## src/rtl/tdm_dmux8_rx.sv

```systemverilog
// 8-lane, 1-bit-slot TDM receiver: hunts for frame_sync, then demuxes 8 slots.
// Define TDM_DMUX8_PARITY_EN to add a 9th even-parity slot checked before out updates.
module tdm_dmux8_rx (
    input  logic       clk,
    input  logic       rst_n,
    input  logic       in,
    input  logic       in_valid,
    input  logic       frame_sync,
    output logic [7:0] out,
    output logic       frame_valid,
    output logic       locked,
    output logic       sync_err,
    output logic       parity_err
);

    typedef enum logic {HUNT, RECV} state_t;

    state_t     r_state;
    logic [3:0] r_cnt;
    logic [7:0] r_shadow;
    logic [7:0] r_out;
    logic       r_fv;
    logic       r_se;
    logic       r_pe;

`ifdef TDM_DMUX8_PARITY_EN
    // Even parity: the eight data bits plus the parity bit must xor to zero.
    logic w_par_bad;
    assign w_par_bad = ^{in, r_shadow};
`endif

    always_ff @(posedge clk) begin
        if (!rst_n) begin
            r_state  <= HUNT;
            r_cnt    <= 4'd0;
            r_shadow <= 8'd0;
            r_out    <= 8'd0;
            r_fv     <= 1'b0;
            r_se     <= 1'b0;
            r_pe     <= 1'b0;
        end else begin
            r_fv <= 1'b0;
            r_se <= 1'b0;
            r_pe <= 1'b0;
            if (in_valid) begin
                unique case (r_state)
                    HUNT: begin
                        if (frame_sync) begin
                            r_shadow[0] <= in;
                            r_cnt       <= 4'd1;
                            r_state     <= RECV;
                        end
                    end
                    RECV: begin
                        if (frame_sync) begin
                            // Early sync restarts the frame at this beat.
                            r_se        <= (r_cnt != 4'd0);
                            r_shadow[0] <= in;
                            r_cnt       <= 4'd1;
                        end else if (r_cnt == 4'd0) begin
                            r_se    <= 1'b1;
                            r_state <= HUNT;
`ifdef TDM_DMUX8_PARITY_EN
                        end else if (r_cnt == 4'd8) begin
                            r_cnt <= 4'd0;
                            if (w_par_bad) begin
                                r_pe <= 1'b1;
                            end else begin
                                r_out <= r_shadow;
                                r_fv  <= 1'b1;
                            end
`else
                        end else if (r_cnt == 4'd7) begin
                            r_out <= {in, r_shadow[6:0]};
                            r_fv  <= 1'b1;
                            r_cnt <= 4'd0;
`endif
                        end else begin
                            r_shadow[r_cnt[2:0]] <= in;
                            r_cnt                <= r_cnt + 4'd1;
                        end
                    end
                    default: r_state <= HUNT;
                endcase
            end
        end
    end

    assign out         = r_out;
    assign frame_valid = r_fv;
    assign locked      = (r_state == RECV);
    assign sync_err    = r_se;
`ifdef TDM_DMUX8_PARITY_EN
    assign parity_err  = r_pe;
`else
    assign parity_err  = 1'b0;
`endif

endmodule

```

## config.mk

```make
export PLATFORM = sky130hd
export DESIGN_NAME = tdm_dmux8_rx
export DESIGN_NICKNAME = d
export VERILOG_FILES = /design/src/rtl/tdm_dmux8_rx.sv
export SDC_FILE = /design/constraint.sdc
export NUM_CORES = 1
export LEC_CHECK = 0
export ABC_AREA = 1
export CORE_MARGIN = 5
export CORE_UTILIZATION = 46
export DETAILED_ROUTE_END_ITERATION = 8
export GPL_TIMING_DRIVEN = 0
export HOLD_SLACK_MARGIN = 0.12
export PLACE_DENSITY = 0.76
export SLEW_MARGIN = 15
export SYNTH_ARGS = -nofsm -noshare
export SYNTH_HDL_FRONTEND = slang
export SYNTH_SLANG_ARGS = --single-unit
export TNS_END_PERCENT = 20
```

## constraint.sdc

```tcl
create_clock -name clk -period 1.5 [get_ports clk]
set_clock_uncertainty 0.1 [all_clocks]
set_input_delay 0.3 -clock clk [delete_from_list [all_inputs] [get_ports clk]]
set_output_delay 0.3 -clock clk [all_outputs]
set_load 0.01 [all_outputs]
```

# Yosys cells after proc, flatten, opt, wreduce, memory -nomap -nowiden
# Cells that the tools add are included.
totals:
  word_cells: 49
  out_inout_bits: 12
  register_bits: 23
  in_bits: 5
classes:
  reduce_logical: 9
  muxes: 20
  eq_ne: 4
  n_addsub: 1
  n_lt_le_gt_ge: 2
  n_bitwise: 6
ops:
  columns: ["op", "count"]
  rows:
  - ["two-way mux 4 bit", 4]
  - ["two-way mux 1 bit", 11]
  - ["AND reduction 5 bit", 2]
  - ["bitwise mux 8 bit", 1]
  - ["one-hot mux 4 bit (2 select lines)", 1]
  - ["!= test 3 bit, second input constant", 2]
  - ["inverter 1 bit", 6]
  - ["AND reduction 3 bit", 2]
  - ["OR reduction 5 bit", 1]
  - ["adder 4 x 1 -> 4 bit, second input constant", 1]
  - ["== test 4 x 3 -> 1 bit, second input constant", 1]
  - ["logical NOT 4 bit", 1]
  - ["< comparator 3 x 4 -> 1 bit, second input constant", 1]
  - ["one-hot mux 1 bit (2 select lines)", 2]
  - ["AND reduction 4 bit", 1]
  - ["nonzero test 4 bit", 1]
  - ["demux 1 bit (select 3 bit)", 1]
  - [">= comparator 3 x 1 -> 1 bit, second input constant", 1]
  - ["!= test 2 bit, second input constant", 1]
  - ["logical AND 1 bit", 1]

# Logic depth before layout (Yosys ltp)
depth:
  word_depth: 9
  mapped_depth: 9
  mapped_depth_nobuf: 9

# Worst setup path after synthesis
# OpenSTA, ideal clock, no wires.
synth_timing:
  kind: "flip-flop to flip-flop"
  startpoint: "register r_cnt[0]"
  endpoint: "register r_out[0], in the netlist out[0]"
  arrival_time_ps: 1413
  path_stages_with_launch: 10
  setup_time_ps: 116
  required_time_ps: 1284
  path_slack_ps: -129
  path_buffers: 0
  path_cell_list: "dfxtp_1 inv_1 ha_1 nand2_2 ha_1 nand2_1 nor2_4 inv_1 nor2_1 nor2_1"
synth_between:
  elab_chain_cells: 3
  word_cells_on_any_way: 4
synth_lines:
  columns: ["element", "line_no", "source"]
  rows:
  - ["start, declared", "19", "logic [3:0] r_cnt;"]
  - ["start signal, assigned", "80", "r_cnt <= r_cnt + 4'd1;"]
  - ["logical NOT 4 bit", "60", "end else if (r_cnt == 4'd0) begin"]
  - ["inverter 1 bit (no source line)", null, null]
  - ["AND reduction 5 bit (no source line) *", null, null]
  - ["end signal, assigned", "74", "r_out <= {in, r_shadow[6:0]};"]
  - ["end, declared", "21", "logic [7:0] r_out;"]
# Mark *: on every way between the ends. The rest lies on a longest branch, timed or not.
# A chain may end at the register's enable or synchronous reset.

# Final worst setup path
layout_timing:
  startpoint: "register r_cnt[0]"
  endpoint: "register r_out[7], in the netlist out[7]"
# Same word-level chain as after synthesis.

==> results.yml <==
synthesis:
  avgSynthCellArea_sq_um: 7.26
  synthTopCellsByArea: "dfxtp_1 43%, nor2_1 11%, nand2_1 7.6%"
  syn_area_sq_um: 1030
  netlist_instances: 142
  synth_area_leader_cell: "dfxtp_1"
  ys_seq_area_share_pct: 42.7
  syn_nets: 150
  synth_cell_types: 20
  ys_warn_count: 0
  ys_ff_latch: 22
  synth_top_area_share_pct: 42.7
clock_network:
  clockRootBuffer: "clkbuf_4"
  cts_tree: "yes"
  clkTransAtPathRegs_ns: 0.13
  cts_buffers: 3
  cts.path.max_buffers: 2
  cts.htree.levels: 1
  cts.sink_count: 22
  clk_latency_ns: 0.31
layout:
  multiInputGateArea_sq_um: 606
  area_delta_synth_final_pct: 43.1
  final_layout_size_suffix_gt1_share_pct: 28.7
  n_fill_cell: 181
  antenna_cells: 0
  seqCellArea_sq_um: 452
  nNetsFinal: 183
global_route:
  grt_usage_pct: 15.0
  grt_pass1_vias: 951
  antenna_found_initial: 0
  grt_overflow_total: 0
  grt_pass1_wl_um: 3970
  grt_start_max_net_pins: 14
placement:
  port_buffers: 15
  dp_hpwl_um: 1490
  place.gp.congestion: 0.818
setup_path:
  crit-reg2reg-launch: "r_cnt[0]"
  critPathMaxFanout: 5
  r2r_end: "out[7]"
  rrSetupSlack_ns: -0.05
  reg2reg_depth: 9
  worstSetupPathType: "flip-flop to flip-flop"
  worstPathArrival_ns: 1.70
  startpoint_type: "flip-flop"
  critPathRequiredTime_ns: 1.65
  endpoint_kind: "flip-flop"
min_path:
  worstHoldStart: "r_shadow[5]"
  min_to: "out[5]"
  min_path_type: "flip-flop to flip-flop"
  holdPathStages: 2
sta:
  grt_setup_unrepaired: "true"
  hold-worst-slack_ns: 0.404
  period_minus_slack_ns: 1.55
  layout_setup_ws_ns: -0.0469
  setup_tns_ns: -0.242
  fin_crit_sh_pct: 103
  setup_violations: 7
  report.final.hold_viol_count: 0
  slew_headroom_pct: 64.0
  slew_viol_final: 0
  worst-slew-pin-transition_ns: 0.540
  fmax_mhz: 646
floorplan:
  die_x_um: 57.3
  design.die.area_sq_um: 3290
  initial_core_util_pct: 47.5
  die_h_um: 57.3
  boundaryPins: 17
  core-area_sq_um: 2170
  rows: 17
power_and_ir_drop:
  p_per_area_nw_per_um2: 804
  ir_drop_v: 0.000492
  p_leak_nw: 0.666
route:
  drt_iter0_markers: 39
  viasPerCell: 4.98
  dr.pass1.iters: 4
  avgRoutedWirePerCell_um: 12.1
  drt-total-wl_um: 2440
  antenna_left: 0
  vias: 1006
  drc: 0
outcome:
  outcome: "complete, but fails checks"
  violations: "setup timing"
job:
  max_cap_viol_count: 0
## report_power, final
part / switching, mW / total (mW) / internal, mW
Sequential: 0.0144 / 0.610 / 0.596
Clock: 0.181 / 0.384 / 0.203
Combinational: 0.104 / 0.191 / 0.0871
## stage by stage
| step | util (%) | cell area (sq um) | instances | total power, mW | worst slack [ns] |
|---|---|---|---|---|---|
| 5_1_grt | 68.0 | 1480 | 202 | 1.25 | -0.108 |
| 6_report | 68.0 | 1480 | 202 | 1.19 | -0.0469 |
| 3_3_place_gp | 56.3 | 1220 | 185 | 0.746 | -0.294 |
| 2_1_floorplan | - | 1040 | 142 | 0.710 | 0.00230 |
| 4_1_cts | 63.2 | 1370 | 197 | 1.17 | -0.00676 |
| 3_5_place_dp | 56.3 | 1220 | 185 | 0.748 | -0.330 |
## cells in the mapped netlist
library cell,instances
nor2_1,31
dfxtp_1,22
nand2_1,21
o21ai_0,12
a21oi_1,10
inv_1,10
nand3_1,10
nor3_1,7
ha_1,3
nand2_2,3
buf_6,2
clkbuf_1,2
nor2_4,2
a21oi_2,1
buf_4,1
conb_1,1
inv_2,1
nand3_4,1
nand4_1,1
nor2_2,1
## sequential cells by signal, summed over array words and instances, names as in the netlist
signal       cells
frame_valid      1
sync_err         1
r_shadow         7
locked           1
r_cnt            4
out              8
## layout make-up
cell class / count / area share, %
clock buffer: 4 / 3.22
timing repair buffer: 28 / 16.9
sequential: 22 / 30.6
multi-input combinational: 104 / 41.1
tap: 28 / 2.37
inverter: 11 / 3.31
buffer: 5 / 2.54
## placed cells by master (no fill, tap or decap), types with 5 or more instances in the layout
cell,netlist,layout
a21oi_1,10,10
buf_4,1,10
buf_6,2,6
dfxtp_1,22,19
dlygate4sd2_1,0,11
inv_1,10,5
nand2_1,21,19
nand3_1,10,7
nor2_1,31,29
nor3_1,7,7
o21ai_0,12,8
## critical path: stages, from the launching register on
cell	delay, ns
dfxtp_4	0.39
inv_4	0.04
ha_4	0.15
nand2_4	0.07
ha_4	0.13
nand2_4	0.05
nor2_4	0.22
buf_4	0.16
o21ai_0	0.06
a21oi_1	0.11
## timing repair
item,CTS,global route
pin swaps,6,10
setup endpoints to repair,20,14
resized for setup,28,20
gates cloned,0,1
hold buffers,0,0
buffers inserted,8,4
## worst max-delay path by stage
| stage | start | to | cells past startpoint |
|---|---|---|---|
| 6_report | r_cnt[0] | out[7] | 9 |
| 5_1_grt | r_cnt[0] | out[7] | 9 |
| 4_1_cts | r_cnt[0] | r_shadow[4] | 9 |
| 3_5_place_dp | in_valid | out[6] | 8 |
| 3_3_place_gp | in_valid | out[0] | 8 |
| 2_1_floorplan | r_cnt[0] | out[0] | 9 |
## cell families (layout without fill, tap and decap cells)
| family | after synthesis | in the layout | synth area share, % |
|---|---|---|---|
| AO/OA/AOI/OAI | 23 | 23 | 11.5 |
| flip-flops | 22 | 22 | 42.7 |
| buffers and inverters | 16 | 48 | 7.65 |
| adder cells (fa/ha/maj) | 3 | 3 | 3.64 |
| other | 1 | 1 | 0.364 |
| AND/OR/NAND/NOR | 77 | 77 | 34.1 |
## layer usage
layer | routed length (um) | GRT usage [%] | part of all wire [%] | up-vias
met2 | 1180 | 25.8 | 48 | 30
met4 | 9 | 5.63 | 0.37 | 0
met3 | 132 | 2.26 | 5.4 | 2
met1 | 1110 | 18.6 | 46 | 454
li1 | - | - | - | 520
met5 | 0 | 0 | 0 | -
Note: power is estimated with default switching activity, not from simulation.
==> patch 1 (same flow settings) <==
Add a define of `TDM_DMUX8_PARITY_EN`.
--- a/src/rtl/tdm_dmux8_rx.sv
+++ b/src/rtl/tdm_dmux8_rx.sv
@@ -1,5 +1,7 @@
 // 8-lane, 1-bit-slot TDM receiver: hunts for frame_sync, then demuxes 8 slots.
 // Define TDM_DMUX8_PARITY_EN to add a 9th even-parity slot checked before out updates.
+`define TDM_DMUX8_PARITY_EN
+
 module tdm_dmux8_rx (
     input  logic       clk,
     input  logic       rst_n,
Formal check against the unedited RTL: not equivalent (a bounded check fails within 10 cycles, from zero or initial values and one cycle with rst_n low).
==> patch 1 against the unedited design <==
The run still ends with negative setup slack left. Final area is 17% higher. Area after synthesis is 29% higher. Critical path depth is 2 higher. Routed wire length is 12% higher. Count of clock-buffer cells in the layout is 1 lower. Power is 10% higher. Sequential cell count is 2 higher. Worst setup slack better by 0.015 ns. Largest cell class unchanged.
==> patch 1: results (changes against the unedited design) <==
| Metric | Value |
|---|---|
| Result of the run | `complete, but fails checks` |
| Violated checks | `negative setup slack` |
| First-pass GRT wire length | `4920 µm (+24%)` |
| Inverters, non-clock | `41 (+30)` |
| Multi-input gate share of total cell area | `40.5% (-0.53 points)` |
| Via density | `4.95 (-0.64%)` |
| Commonest cells in the synthesized netlist | `41 x sky130_fd_sc_hd__nand2_1, 32 x sky130_fd_sc_hd__inv_1, 24 x sky130_fd_sc_hd__dfxtp_1` |
| Met3 Usage GRT | `2.28% (+0.014 points)` |
| Final setup margin | `-0.0316 ns (+0.0154 ns)` |
| Sequential Area | `490 µm² (+8.6%)` |
| Grt met1 use | `16.5% (-2.1 points)` |
| Leading cell type in the layout, fill and taps excluded | `sky130_fd_sc_hd__nand2_1` |
| Cells after DPL | `238 (+29%)` |
| Worst slack at placement | `-0.457 ns (-0.127 ns)` |
| Number of sequential cells in the layout | `24 (+9.1%)` |
| Worst Hold Launch | `in` |
| Final sum of negative setup slack | `-0.170 ns (+0.0716 ns)` |
| Worst Path Max Fanout | `4 (-1)` |
| Total length of routed wires | `2740 µm (+12%)` |
| Setup violation total in the final timing report | `8 (+1)` |
| Arrival time at the worst endpoint | `1.67 ns (-0.03 ns)` |
| Buffers excl. clock | `29 (-12%)` |
| Met2 Usage GRT | `26.0% (+0.20 points)` |
| Metal-1 WL | `1230 µm (+10%)` |
| Min Hold Slack | `0.148 ns (-0.256 ns)` |
| Worst slew margin | `77.9% (+14 points)` |
| Initial detailed-routing violation count | `36 (-7.7%)` |
| Post-Syn Nets | `202 (+35%)` |
[patch 1: cell types whose count changed in the layout (fill, tap and decap cells not counted), moves of 4 or more]
cell	unedited run	this run
sky130_fd_sc_hd__inv_1	5	32
sky130_fd_sc_hd__nor2_1	29	16
sky130_fd_sc_hd__nor3_1	7	3
sky130_fd_sc_hd__nand2_1	19	39
sky130_fd_sc_hd__nand2_2	1	6
sky130_fd_sc_hd__nand4_1	1	8
sky130_fd_sc_hd__o21ai_1	1	10
sky130_fd_sc_hd__o21ai_0	8	0
[patch 1: what timing repair did]
action | CTS | global route
cloned | 1 | 0
pin swaps | 14 | 6
endpoints found under the setup margin | 27 | 21
buffers inserted | 8 | 1
gates resized for setup | 20 | 8
[patch 1: kinds of logic after synthesis]
kind of cell	Yosys count	synth area share [%]
AOI/OAI and AO/OA	29	12.0
and+or+nand+nor	89	32.6
buffers and inverters	46	14.9
DFF	24	36.0
adders and majority gates	4	3.75
xor gates and xnor gates	1	0.657
==> patch 2 (same flow settings) <==
Without the edit above. Register the inputs `in_valid` and `frame_sync` before use, without a reset. The logic sees them one clock later. The other inputs are not delayed to match.
--- a/src/rtl/tdm_dmux8_rx.sv
+++ b/src/rtl/tdm_dmux8_rx.sv
@@ -14,6 +14,14 @@
 );
 
     typedef enum logic {HUNT, RECV} state_t;
+
+    logic in_valid_q;
+    logic frame_sync_q;
+
+    always_ff @(posedge clk) begin
+        in_valid_q   <= in_valid;
+        frame_sync_q <= frame_sync;
+    end
 
     state_t     r_state;
     logic [3:0] r_cnt;
@@ -42,17 +50,17 @@
             r_fv <= 1'b0;
             r_se <= 1'b0;
             r_pe <= 1'b0;
-            if (in_valid) begin
+            if (in_valid_q) begin
                 unique case (r_state)
                     HUNT: begin
-                        if (frame_sync) begin
+                        if (frame_sync_q) begin
                             r_shadow[0] <= in;
                             r_cnt       <= 4'd1;
                             r_state     <= RECV;
                         end
                     end
                     RECV: begin
-                        if (frame_sync) begin
+                        if (frame_sync_q) begin
                             // Early sync restarts the frame at this beat.
                             r_se        <= (r_cnt != 4'd0);
                             r_shadow[0] <= in;
Function: changed (a bounded check fails within 4 cycles, from zero or initial values and one cycle with rst_n low).
==> patch 2 against the unedited design <==
The run still ends with negative setup slack left. Clock power fell by 10%. Area after synthesis rose by 9.0%. Final area rose by 6.6%. Sequential cell count rose by 2. Critical path type unchanged. Worst setup slack improved by 0.017 ns. Non-clock buffer count rose by 2. Power rose by 0.45%. Global-route usage rose by 2.4 points. Highest routed layer unchanged. Fmax rose by 1.1%. Core utilization fell by 2.7 points. Synthesized cell count did not move. Routed wire length rose by 7.8%. First-iteration DRC count fell by 64%.
==> patch 2: results (changes against the unedited design) <==
| Metric | Value |
|---|---|
| VDD IR max | `571 µV (+16%)` |
| Met2 Usage GRT | `29.3% (+3.5 points)` |
| Grt met1 use | `20.0% (+1.4 points)` |
| Met3 Usage GRT | `3.49% (+1.2 points)` |
| Sw frac | `26.0% (+0.68 points)` |
| Final HPWL from detailed placement | `1600 µm (+7.7%)` |
| Weighted congestion reported at the end of routability-driven placement | `0.889 (+8.7%)` |
| Top area cells in the synthesized netlist | `sky130_fd_sc_hd__dfxtp_1 43%, sky130_fd_sc_hd__nor2_1 8.4%, sky130_fd_sc_hd__nand2_1 7.0%, sky130_fd_sc_hd__ha_1 4.5%, sky130_fd_sc_hd__o21ai_0 4.5%` |
| Setup violation total in the final timing report | `9 (+2)` |
| Initial detailed-routing violation count | `14 (-64%)` |
| Violated checks | `negative setup slack` |
| Synthesized-area fraction occupied by ao, oa, aoi and oai cells | `12.1% (+0.61 points)` |
| Min Hold Slack | `0.183 ns (-0.221 ns)` |
| Sequential cell area fraction in the yosys report | `42.8% (+0.043 points)` |
| Net count, final | `187 (+2.2%)` |
| Post-Synth Adder-Cell Area | `4.45% (+0.81 points)` |
| Via density | `4.98 (about the same)` |
| Final setup margin | `-0.0295 ns (+0.0174 ns)` |
| Hold/Removal Path Class | `input pin to flop` |
| Global router's overall resource usage | `17.3% (+2.4 points)` |
| Fraction of layout cells with a size suffix above 1 | `32.8% (+4.0 points)` |
| Number of global-route vias before repair | `1086 (+14%)` |
| Worst Path Max Fanout | `7 (+2)` |
| Result of the run | `complete, but fails checks` |
| Arrival time at the worst endpoint | `1.65 ns (-0.05 ns)` |
| Average wire per cell in the routed design | `12.7 µm (+5.2%)` |
| Number of buffers added on ports | `14 (-1)` |
| Leak Pwr | `0.000705 µW (+5.9%)` |
| XOR/XNOR share of the synthesized area | `0.780% (+0.78 points)` |
| Count of cell types in the netlist | `25 (+25%)` |
| Post-Syn Nets | `151 (+0.67%)` |
| Count of antenna diodes in the layout | `0 (unchanged)` |
-- patch 2: cell type report --
class | instances | share of cell area, %
Multi-Input combinational cell | 102 | 40.3
Tap cell | 30 | 2.39
Timing Repair Buffer | 30 | 17.7
Sequential cell | 24 | 31.1
Clock buffer | 4 | 2.31
Buffer | 5 | 2.70
Inverter | 12 | 3.50
-- patch 2: worst max-delay path, cell delays in order (launching register included) --
cell and delay (ns):
sky130_fd_sc_hd__dfxtp_4 0.41, sky130_fd_sc_hd__inv_4 0.04, sky130_fd_sc_hd__ha_4 0.15, sky130_fd_sc_hd__nand2_4 0.09, sky130_fd_sc_hd__ha_4 0.14, sky130_fd_sc_hd__nand2_4 0.05
sky130_fd_sc_hd__nor2_4 0.20, sky130_fd_sc_hd__inv_4 0.09, sky130_fd_sc_hd__nor2_2 0.11, sky130_fd_sc_hd__nor2_1 0.05
-- patch 2: power groups by stage --
stage / clock network [µW] / logic [µW] / registers, µW
3_5_place_dp: 0 / 120 / 679
3_3_place_gp: 0 / 115 / 679
4_1_cts: 356 / 162 / 664
5_1_grt: 383 / 201 / 668
6_report: 344 / 182 / 666
2_1_floorplan: 0 / 87.5 / 678
-- patch 2: cells by family (layout without fill, tap and decap cells) --
family / Yosys count / in the layout
AO/OA/AOI/OAI: 23 / 23
buffers and inverters: 17 / 51
flip-flops: 24 / 24
other: 1 / 1
adder cells (fa/ha/maj): 4 / 4
XOR/XNOR: 1 / 1
AND/OR/NAND/NOR: 72 / 73
-- patch 2: final timing paths --
path,to,start,slack [ns]
worst min register to register,out[2],r_shadow[2],0.40
worst min-delay path,r_shadow[6],rst_n,0.18
worst max register to register,out[0],r_cnt[1],-0.03
worst max-delay path,out[0],r_cnt[1],-0.03
-- patch 2: metal layers --
| layer | up-vias | share of wire, % |
|---|---|---|
| li1 | 529 | - |
| met1 | 471 | 42 |
| met2 | 22 | 51 |
| met3 | 8 | 4.3 |
| met4 | 0 | 2.6 |
| met5 | - | 0 |
-- patch 2: repair_timing --
| item | 4_1_cts | 5_1_grt |
|---|---|---|
| buffers inserted | 11 | 4 |
| setup endpoints to repair | 22 | 15 |
| hold buffers | 0 | 0 |
| gates resized for setup | 32 | 6 |
| gates cloned | 2 | 0 |
| pin swaps | 10 | 7 |
-- patch 2: stage by stage --
stage               area (µm²)  TNS, ns  std cells  setup WS (ns)  utilization (%)
finish                    1570   -0.105        207        -0.0295             65.3
global route              1570    -1.18        207         -0.122             65.3
CTS                       1530  -0.0166        203        -0.0110             63.4
detailed placement        1310    -1.53        186         -0.207             54.3
global placement          1310    -1.32        186         -0.181             54.3
floorplan                 1130        0        142        0.00590                -
